<file path="src/rtl/mbm_seq_multiplier.sv">
// Iterative unsigned W x W shift-and-add multiplier with start/busy/done handshake.
// Produces the full 2W-bit product and a round-half-up W-bit truncated result.
module mbm_seq_multiplier #(
   parameter int W = 4
) (
   input  logic           clk,
   input  logic           rst_n,
   input  logic           start,
   input  logic [W-1:0]   a,
   input  logic [W-1:0]   b,
   output logic           busy,
   output logic           done,
   output logic [2*W-1:0] product,
   output logic [W-1:0]   product_rnd
);

   localparam int CW = $clog2(W) + 1;
   localparam logic [2*W-1:0] HALF = (2*W)'(1) << (W-1);

   typedef enum logic [1:0] {IDLE, RUN, DONE} state_t;

   state_t         state_q, state_d;
   logic [W-1:0]   mcand_q, mcand_d;
   logic [W-1:0]   mplier_q, mplier_d;
   logic [2*W:0]   acc_q, acc_d;
   logic [CW-1:0]  count_q, count_d;
   logic           busy_q, busy_d;
   logic           done_q, done_d;
   logic [2*W-1:0] product_q, product_d;
   logic [W-1:0]   rnd_q, rnd_d;

   // W-bit adder slice; its unused MSB input bit is tied 0 and carry-in is 0
   logic [W:0]     add_a, add_b, add_s;
   logic [2*W-1:0] rnd_sum;

   always_comb begin
      state_d   = state_q;
      mcand_d   = mcand_q;
      mplier_d  = mplier_q;
      acc_d     = acc_q;
      count_d   = count_q;
      busy_d    = busy_q;
      done_d    = 1'b0;
      product_d = product_q;
      rnd_d     = rnd_q;
      rnd_sum   = '0;

      add_a = {1'b0, acc_q[2*W-1:W]};
      add_b = {1'b0, (mplier_q[0] ? mcand_q : {W{1'b0}})};
      add_s = add_a + add_b;

      case (state_q)
         IDLE: begin
            if (start) begin
               mcand_d  = a;
               mplier_d = b;
               acc_d    = '0;
               count_d  = '0;
               busy_d   = 1'b1;
               state_d  = RUN;
            end
         end
         RUN: begin
            // cout lands in the MSB; the shift drops the consumed multiplier bit
            acc_d    = {add_s, acc_q[W-1:0]} >> 1;
            mplier_d = mplier_q >> 1;
            count_d  = count_q + CW'(1);
            if (count_q == CW'(W-1)) begin
               rnd_sum   = acc_d[2*W-1:0] + HALF;
               product_d = acc_d[2*W-1:0];
               rnd_d     = rnd_sum[2*W-1:W];
               busy_d    = 1'b0;
               done_d    = 1'b1;
               state_d   = DONE;
            end
         end
         DONE: begin
            state_d = IDLE;
         end
         default: begin
            state_d = IDLE;
            busy_d  = 1'b0;
         end
      endcase
   end

   always_ff @(posedge clk or negedge rst_n) begin
      if (!rst_n) begin
         state_q   <= IDLE;
         mcand_q   <= '0;
         mplier_q  <= '0;
         acc_q     <= '0;
         count_q   <= '0;
         busy_q    <= 1'b0;
         done_q    <= 1'b0;
         product_q <= '0;
         rnd_q     <= '0;
      end else begin
         state_q   <= state_d;
         mcand_q   <= mcand_d;
         mplier_q  <= mplier_d;
         acc_q     <= acc_d;
         count_q   <= count_d;
         busy_q    <= busy_d;
         done_q    <= done_d;
         product_q <= product_d;
         rnd_q     <= rnd_d;
      end
   end

   assign busy        = busy_q;
   assign done        = done_q;
   assign product     = product_q;
   assign product_rnd = rnd_q;

endmodule

</file>
<file path="config.mk">
export PLATFORM = sky130hd
export DESIGN_NAME = mbm_seq_multiplier
export DESIGN_NICKNAME = d
export VERILOG_FILES = /design/src/rtl/mbm_seq_multiplier.sv
export SDC_FILE = /design/constraint.sdc
export NUM_CORES = 1
export LEC_CHECK = 0
export CORE_MARGIN = 5
export CORE_UTILIZATION = 40
export CTS_CLUSTER_SIZE = 20
export DETAILED_ROUTE_END_ITERATION = 12
export GPL_TIMING_DRIVEN = 1
export PLACE_DENSITY = 0.71
export SYNTH_ARGS = -nofsm -noshare
export SYNTH_HDL_FRONTEND = slang
export SYNTH_SLANG_ARGS = --single-unit
</file>
<file path="constraint.sdc">
create_clock -name clk -period 3.5 [get_ports clk]
set_clock_uncertainty 0.15 [all_clocks]
set_input_delay 0.525 -clock clk [delete_from_list [all_inputs] [get_ports clk]]
set_output_delay 0.525 -clock clk [all_outputs]
set_load 0.01 [all_outputs]
</file>
Word level (Yosys, flattened, before mapping)
Index checks and enable logic that the tools add are counted.
Widths: inputs -> output; s select.
{ "op_classes": {"add_sub_neg": 3, "multipliers": 0, "n_div": 0, "magnitude_cmp": 0, "eq_ne": 5, "shifts": 0, "mux": 15, "bitwise": 1, "reduce_logical": 7} }
{ "ops": {"columns": ["operator", "count"], "rows": [
  ["$pmux 8 s2", 1],
  ["$add 8x4->8 const B", 1],
  ["$mux 4", 2],
  ["$mux 8", 1],
  ["$pmux 4 s2", 1],
  ["$reduce_and 2->1", 4],
  ["$pmux 3 s2", 1],
  ["$add 4x4->5", 1],
  ["$mux 1", 4],
  ["$mux 2", 2],
  ["$ne 2x2->1 const B", 2],
  ["$pmux 2 s2", 1],
  ["$add 3x1->3 const B", 1],
  ["$eq 3x2->1 const B", 1],
  ["$mux 3", 1],
  ["$pmux 1 s3", 1],
  ["$reduce_and 3->1", 1],
  ["$eq 2x1->1 const B", 1],
  ["$eq 2x2->1 const B", 1],
  ["$logic_not 2->1", 1],
  ["$reduce_bool 2->1", 1],
  ["$not 1->1", 1]
]} }
{ "word_totals": {"ff_bits": 35, "latch_bits": 0, "ram_bits": 0, "rom_bits": 0, "inputBits": 11, "out_inout_bits": 14, "word_cells": 40, "mem_count": 0} }

Logic depth before layout (Yosys ltp)
{ "depth": {"word_depth": 3, "depth_mapped": 10, "ltp_nobuf": 10} }

Worst setup path after synthesis
No wires, ideal clock.
{ "synth_timing": {"kind": "reg2reg", "start": "reg mplier_q[0]", "end": "reg rnd_q[3], in the netlist product_rnd[3]", "setup_ps": 80, "arrival_time_ps": 2268, "required_ps": 3270, "slack_ps": 1002, "stages_incl_launch_ff": 11, "path_buffers": 0, "synth_period_minus_slack_ps": 2498, "path_cell_list": "dfrtp_1 and2_1 ha_1 inv_1 fa_1 inv_1 ha_1 inv_1 a2111o_1 a2111o_1 o211ai_2"} }
{ "synth_between": {"elab_chain_len": 3} }
{ "synth_rtl": {"columns": ["item", "line_no", "rtl"], "rows": [
  ["start: declaration", "24", "logic [W-1:0] mplier_q, mplier_d;"],
  ["start signal: assignment", "101", "mplier_q <= mplier_d;"],
  ["$mux 4", "49", "add_b = {1'b0, (mplier_q[0] ? mcand_q : {W{1'b0}})};"],
  ["$add 4x4->5", "50", "add_s = add_a + add_b;"],
  ["via add_s[1]", "33", "logic [W:0] add_a, add_b, add_s;"],
  ["$add 8x4->8", "69", "rnd_sum = acc_d[2*W-1:0] + HALF;"],
  ["end signal: assignment", "107", "rnd_q <= rnd_d;"],
  ["end: declaration", "30", "logic [W-1:0] rnd_q, rnd_d;"]
]} }
The timed path passes the listed nets, and every way through them passes these cells.
A chain may end at the register's enable or synchronous reset.

Worst setup path in the final report
Ends and elaborated chain as after synthesis.

==> reports/results.tsv <==
metric	value	unit
DR pass1 iterations	4	
RSZ-0062 raised after global routing	false	
first-pass GRT wire length	5590	µm
# H-tree levels	2	
Final Cycle Share	76.9	%
PwrDens	753	mW/mm²
async set or reset register ratio after synthesis	100	%
critical-path maximum fanout	5	
Crit. End Element	flop	
share of the synthesized area in the top cell type	53.2	%
post-synthesis cell count	152	
library cells used by synthesis	34	
ranking of synthesized cells by area	dfrtp_1, nand2_1, ha_1	
row cnt	23	
total CTS buffers	5	
Die X	73.2	µm
number of synthesized flops with an enable pin	0	
I/O pin total	25	
worst setup margin	0.808	ns
Worst Path Required	3.56	ns
syn nets	171	
CTS Hold Bufs	0	
CTS tree	built	
gr usage total	13.6	%
CP Launch Type	flop	
Worst-Margin Slew	0.788	ns
routability cong.	0.837	
pre-CTS WS	0.814	ns
most used cell along the critical path	inv_1	
die area	0.00536	mm²
static leakage	0.946	nW
vias	1131	
remaining antenna violation count	0	
Root Driver	clkbuf_8	
crit path cell chain	and2_1 > ha_1 > inv_1 > fa_1 > inv_1 > ha_1 > inv_1 > a2111o_1 > a2111o_1 > o211ai_2	
vias per cell	4.92	
Worst VDD drop	0.446	mV
Final Critical Period	2.69	ns
f_max	371	MHz
Setup TNS	0	ns
final setup violation count	0	
Max stage delay on crit path	0.46	ns
Syn Std Cell Area	0.00160	mm²
final net count	198	
CORE AREA	0.00394	mm²
Worst EP arrival	2.76	ns
Total Wirelength	3090	µm
Worst Path Class, Setup	reg2reg	
Routed WL per cell	13.4	µm
ys flop type	dfrtp_1	
Synth area leader	dfrtp_1	
clk slew on worst S/H paths	0.07	ns
clk buf depth	2	
Mean Syn Cell Area	10.5	µm²
clk_lat worst skew	0.28	ns
status	completed	
Slew Limit Fails	0	
Sink Count	34	
initial antenna violation count	0	
proportion of layout cells with a drive suffix above 1	6.67	%
HP Class	reg2reg	
drc violations	0	
HPWL Detailed	2330	µm
Overflow after GRT	0	
antenna cells	0	
vias in the first global route	1229	
setup bufs post-CTS	0	
area grow syn2layout	23.8	%
Initial Util	40.5	%
Seq/Total Area, Yosys	53.2	%
CP max stage cell	fa_1	
Warnings, synthesis	0	
drt initial violations	61	
final hold viol count	0	
Slew HR	47.4	%
max cap viols	0	
largest net degree at the start of global routing	35	
#FFs+latches synth	34	
CP top delay family	adder cells	
Bufs and invs on worst path	3	
IO Port Bufs	24	
post-CTS sizing	0	
Die H	73.2	µm
==> path summary, 6_finish.rpt <==
path	from	end	slack (ns)	cells past startpoint
setup / recovery	mplier_q[0]$_DFFE_PN0P_	product_rnd[3]$_DFFE_PN0P_	0.81	10
hold / removal	acc_q[1]$_DFFE_PN0P_	product[0]$_DFFE_PN0P_	0.32	2
setup reg to reg	mplier_q[0]$_DFFE_PN0P_	product_rnd[3]$_DFFE_PN0P_	0.81	10
hold reg to reg	acc_q[1]$_DFFE_PN0P_	product[0]$_DFFE_PN0P_	0.32	2
max in group asynchronous	rst_n	acc_q[5]$_DFFE_PN0P_	2.41	2
min in group asynchronous	rst_n	product[5]$_DFFE_PN0P_	0.48	2
==> metrics by stage <==
step	total power [mW]	instance area, µm²	std cells	hold WS (ns)	utilization, %
3_3_place_gp	1.19	1890	222	0.304	47.9
3_5_place_dp	1.21	1890	222	0.313	47.9
2_1_floorplan	0.996	1600	152	0.0794	-
5_1_grt	1.61	1980	230	0.354	50.2
4_1_cts	1.51	1980	230	0.326	50.2
6_report	1.49	1980	230	0.318	50.2
==> kinds of logic (layout without fill, tap and decap cells) <==
kind of cell	after synthesis	count (layout)	synth area share [%]
mux	7	7	4.85
xor+xnor	5	5	3.60
fa+ha+maj	8	8	6.73
buf+inv	14	42	3.45
flops	34	34	53.3
simple gates	52	52	15.3
compound gates	32	32	12.8
==> power breakdown <==
part           total, mW  internal [mW]  switching (mW)
registers          0.628          0.533          0.0948
clock network      0.298          0.159           0.139
logic              0.565          0.278           0.287
==> worst register-to-register path: stages, from the launching register on <==
cell	delay, ns
dfrtp_1	0.41
and2_1	0.16
ha_1	0.20
inv_1	0.07
fa_1	0.46
inv_1	0.10
ha_1	0.20
inv_1	0.06
a2111o_1	0.36
a2111o_1	0.38
o211ai_2	0.07
==> layout by cell type (no fill, tap or decap), types with 2 or more instances in the layout <==
cell type,count
dfrtp_1,34
nand2_1,30
clkdlybuf4s50_1,24
inv_1,9
o21ai_1,9
o21ai_0,7
ha_1,7
nor2b_1,6
clkbuf_8,6
a21oi_1,5
mux2_1,5
and2_1,4
nor2_1,4
a22o_1,4
xor2_1,2
a2111o_1,2
xnor2_1,2
a22oi_1,2
==> Yosys cell counts (2+ instances only) <==
cell,number
dfrtp_1,34
nand2_1,30
inv_1,9
o21ai_1,9
ha_1,7
o21ai_0,7
nor2b_1,6
a21oi_1,5
mux2_1,5
a22o_1,4
and2_1,4
nor2_1,4
a2111o_1,2
a22oi_1,2
buf_2,2
clkbuf_1,2
xnor2_1,2
xor2_1,2
==> per-layer routing <==
layer,up-vias,part of all wire (%),global-route usage [%]
met2,21,48,21.8
met4,0,3.1,7.38
met5,-,0,0
met3,10,3.8,3.44
met1,535,45,16.5
li1,565,-,-
==> sequential cells by signal (all words and copies together) (netlist names) <==
signal and count:
product_rnd 4, state_q 2, done 1, mplier_q 4, busy 1, count_q 3
acc_q 7, mcand_q 4, product 8
==> layout make-up <==
class	count	area, µm²
multi-input combinational	104	692
timing repair buffer	25	248
inverter	9	33.8
clock inverter	1	5.00
tap	50	62.6
fill	359	1960
clock buffer	7	86.3
sequential	34	851
Power figures use the tool's default switching activity.
==> RTL edit: new RTL, same settings <==
The parameter `W` goes from 4 to 2.
--- a/src/rtl/mbm_seq_multiplier.sv
+++ b/src/rtl/mbm_seq_multiplier.sv
@@ -3,3 +3,3 @@
 module mbm_seq_multiplier #(
-   parameter int W = 4
+   parameter int W = 2
 ) (
Ports: changed (resized a, b, product and product_rnd); port bits go from 25 to 15. No check against the original RTL was run, so the function may have changed too.
==> RTL edit against the unedited design <==
Sequential power down 40%; area after synthesis shrank 45%; worst setup slack improved by 0.66 ns; synthesized cell count down 54%; wire length decreased by 53%; die area shrank 40%; design area down 47%; sequential cell count fell by 15; critical path depth down 5; fmax grew 33%; total power decreased by 41%; core utilization grew 2.1 points; via count shrank 51%; critical path type unchanged; largest cell class unchanged; highest routed layer unchanged.
==> RTL edit: results <==
group,metric,value,unit
power,ir_worst_vdd,0.5520,mV
place,dp.cells,109,
sta,slew_headroom,44.49,%
yosys,yosys_warnings,0,
setup_path,cp-startpoint,"mplier_q[0]",
cells_and_area,antenna-diode-count,0,
yosys,synthArstFlopShare,100.0,%
clocking,htreeDepth,1,
yosys,synth_cell_types,23,
place,dp.final_hpwl,1.067,mm
drt,initialDrtViolationCount,8,
place,gp_congestion,0.7259,
clocking,clockRootBuffer,"clkbuf_4",
drt,routedWlPerCell,12.81,um
global_route,grt_max_degree,20,
drt,vias,551,
clocking,cts_resized,0,
place,port_buffers,14,
global_route,track_usage,10.64,%
clocking,hold_buffers,0,
global_route,grt_pass1_vias,563,
power,p_leak,0.5186,nW
global_route,grt_pass1_wl,2.601,mm
drt,firstDrtPassIters,4,
yosys,synth_ff_type,"dfrtp_1",
clocking,cts_buffer_depth,2,
drt,vias_per_cell,4.876,
clocking,cts_buffers,3,
yosys,synth.top_cells.by_area,"dfrtp_1 (55%), mux2_4 (8.6%), ha_1 (4.3%)",
cells_and_area,num-nets-final,98,
hold_path,min-delay-start,"product_rnd[1]",
yosys,syn_nets,81,
yosys,seq_area_frac_synth,54.60,%
global_route,antenna_found_initial,0,
clocking,path_clk_slew,0.11,ns
place,pre_cts_ws,1.466,ns
yosys,ys_top_cells_by_count,"dfrtp_1 (19), nand2_1 (6), o21ai_0 (6)",
setup_path,cp.arrival,2.08,ns
yosys,syn_avg_cell_area,12.44,um2
clocking,postCtsSetupRepairBufs,0,
hold_path,hold_path.class,"reg -> reg",
setup_path,crit_fanout,4,
clocking,clk_latency,0.30,ns
status,outcome,"completed",
cells_and_area,largest_reg_flops,4,
cells_and_area,drive_gt1_share,16.28,%
==> RTL edit: critical path: stages (launching register included) <==
cell and delay [ns]:
dfrtp_1 0.41, and2_1 0.14, ha_1 0.19, fa_1 0.48, ha_1 0.29, mux2_4 0.26
==> RTL edit: power by group <==
| group | internal [mW] | total (mW) | switching, mW |
|---|---|---|---|
| registers | 0.308 | 0.376 | 0.0685 |
| clock network | 0.0426 | 0.112 | 0.0695 |
| logic | 0.223 | 0.388 | 0.166 |
| total | 0.573 | 0.877 | 0.304 |
==> RTL edit: logic make-up (layout without fill, tap and decap cells) <==
logic type | Yosys count | count (layout) | synth area share (%)
flops | 19 | 19 | 54.60
simple gates | 18 | 18 | 12.64
compound gates | 14 | 14 | 9.915
mux | 7 | 7 | 11.21
buf+inv | 7 | 23 | 4.023
fa+ha+maj | 4 | 4 | 6.610
xor+xnor | 1 | 1 | 1.006
==> RTL edit: per-stage QoR <==
stage / area [um2] / power (mW)
floorplan: 870.8 / 0.6484
global placement: 1028 / 0.7651
detailed placement: 1028 / 0.7770
CTS: 1056 / 0.8898
global route: 1056 / 0.9496
finish: 1056 / 0.8765
==> RTL edit: layout make-up <==
class                      instances  area [um2]
tap                               27       33.78
sequential                        19       475.5
fill                             183       965.9
clock buffer                       3       22.52
timing repair buffer              14       140.1
clock inverter                     1       5.005
inverter                           5       18.77
multi-input combinational         44       360.3
==> RTL edit: routing by layer <==
layer | GRT usage [%] | part of all wire (%) | vias to the layer above | wire (um)
met5 | 0 | 0 | - | 0
met4 | 5.085 | 1.6 | 0 | 23
met3 | 4.358 | 5.7 | 4 | 82
met2 | 16.50 | 47 | 11 | 685
met1 | 12.68 | 45 | 270 | 655
li1 | - | - | 266 | -
==> RTL edit: final timing paths <==
check,endpoint,slack [ns],cells past startpoint
max,product_rnd[0],1.47,5
min,product_rnd[1],0.34,2
max reg2reg,product_rnd[0],1.47,5
min reg2reg,product_rnd[1],0.34,2
max in group asynchronous,acc_q[3],2.15,1
min in group asynchronous,product[3],0.54,1
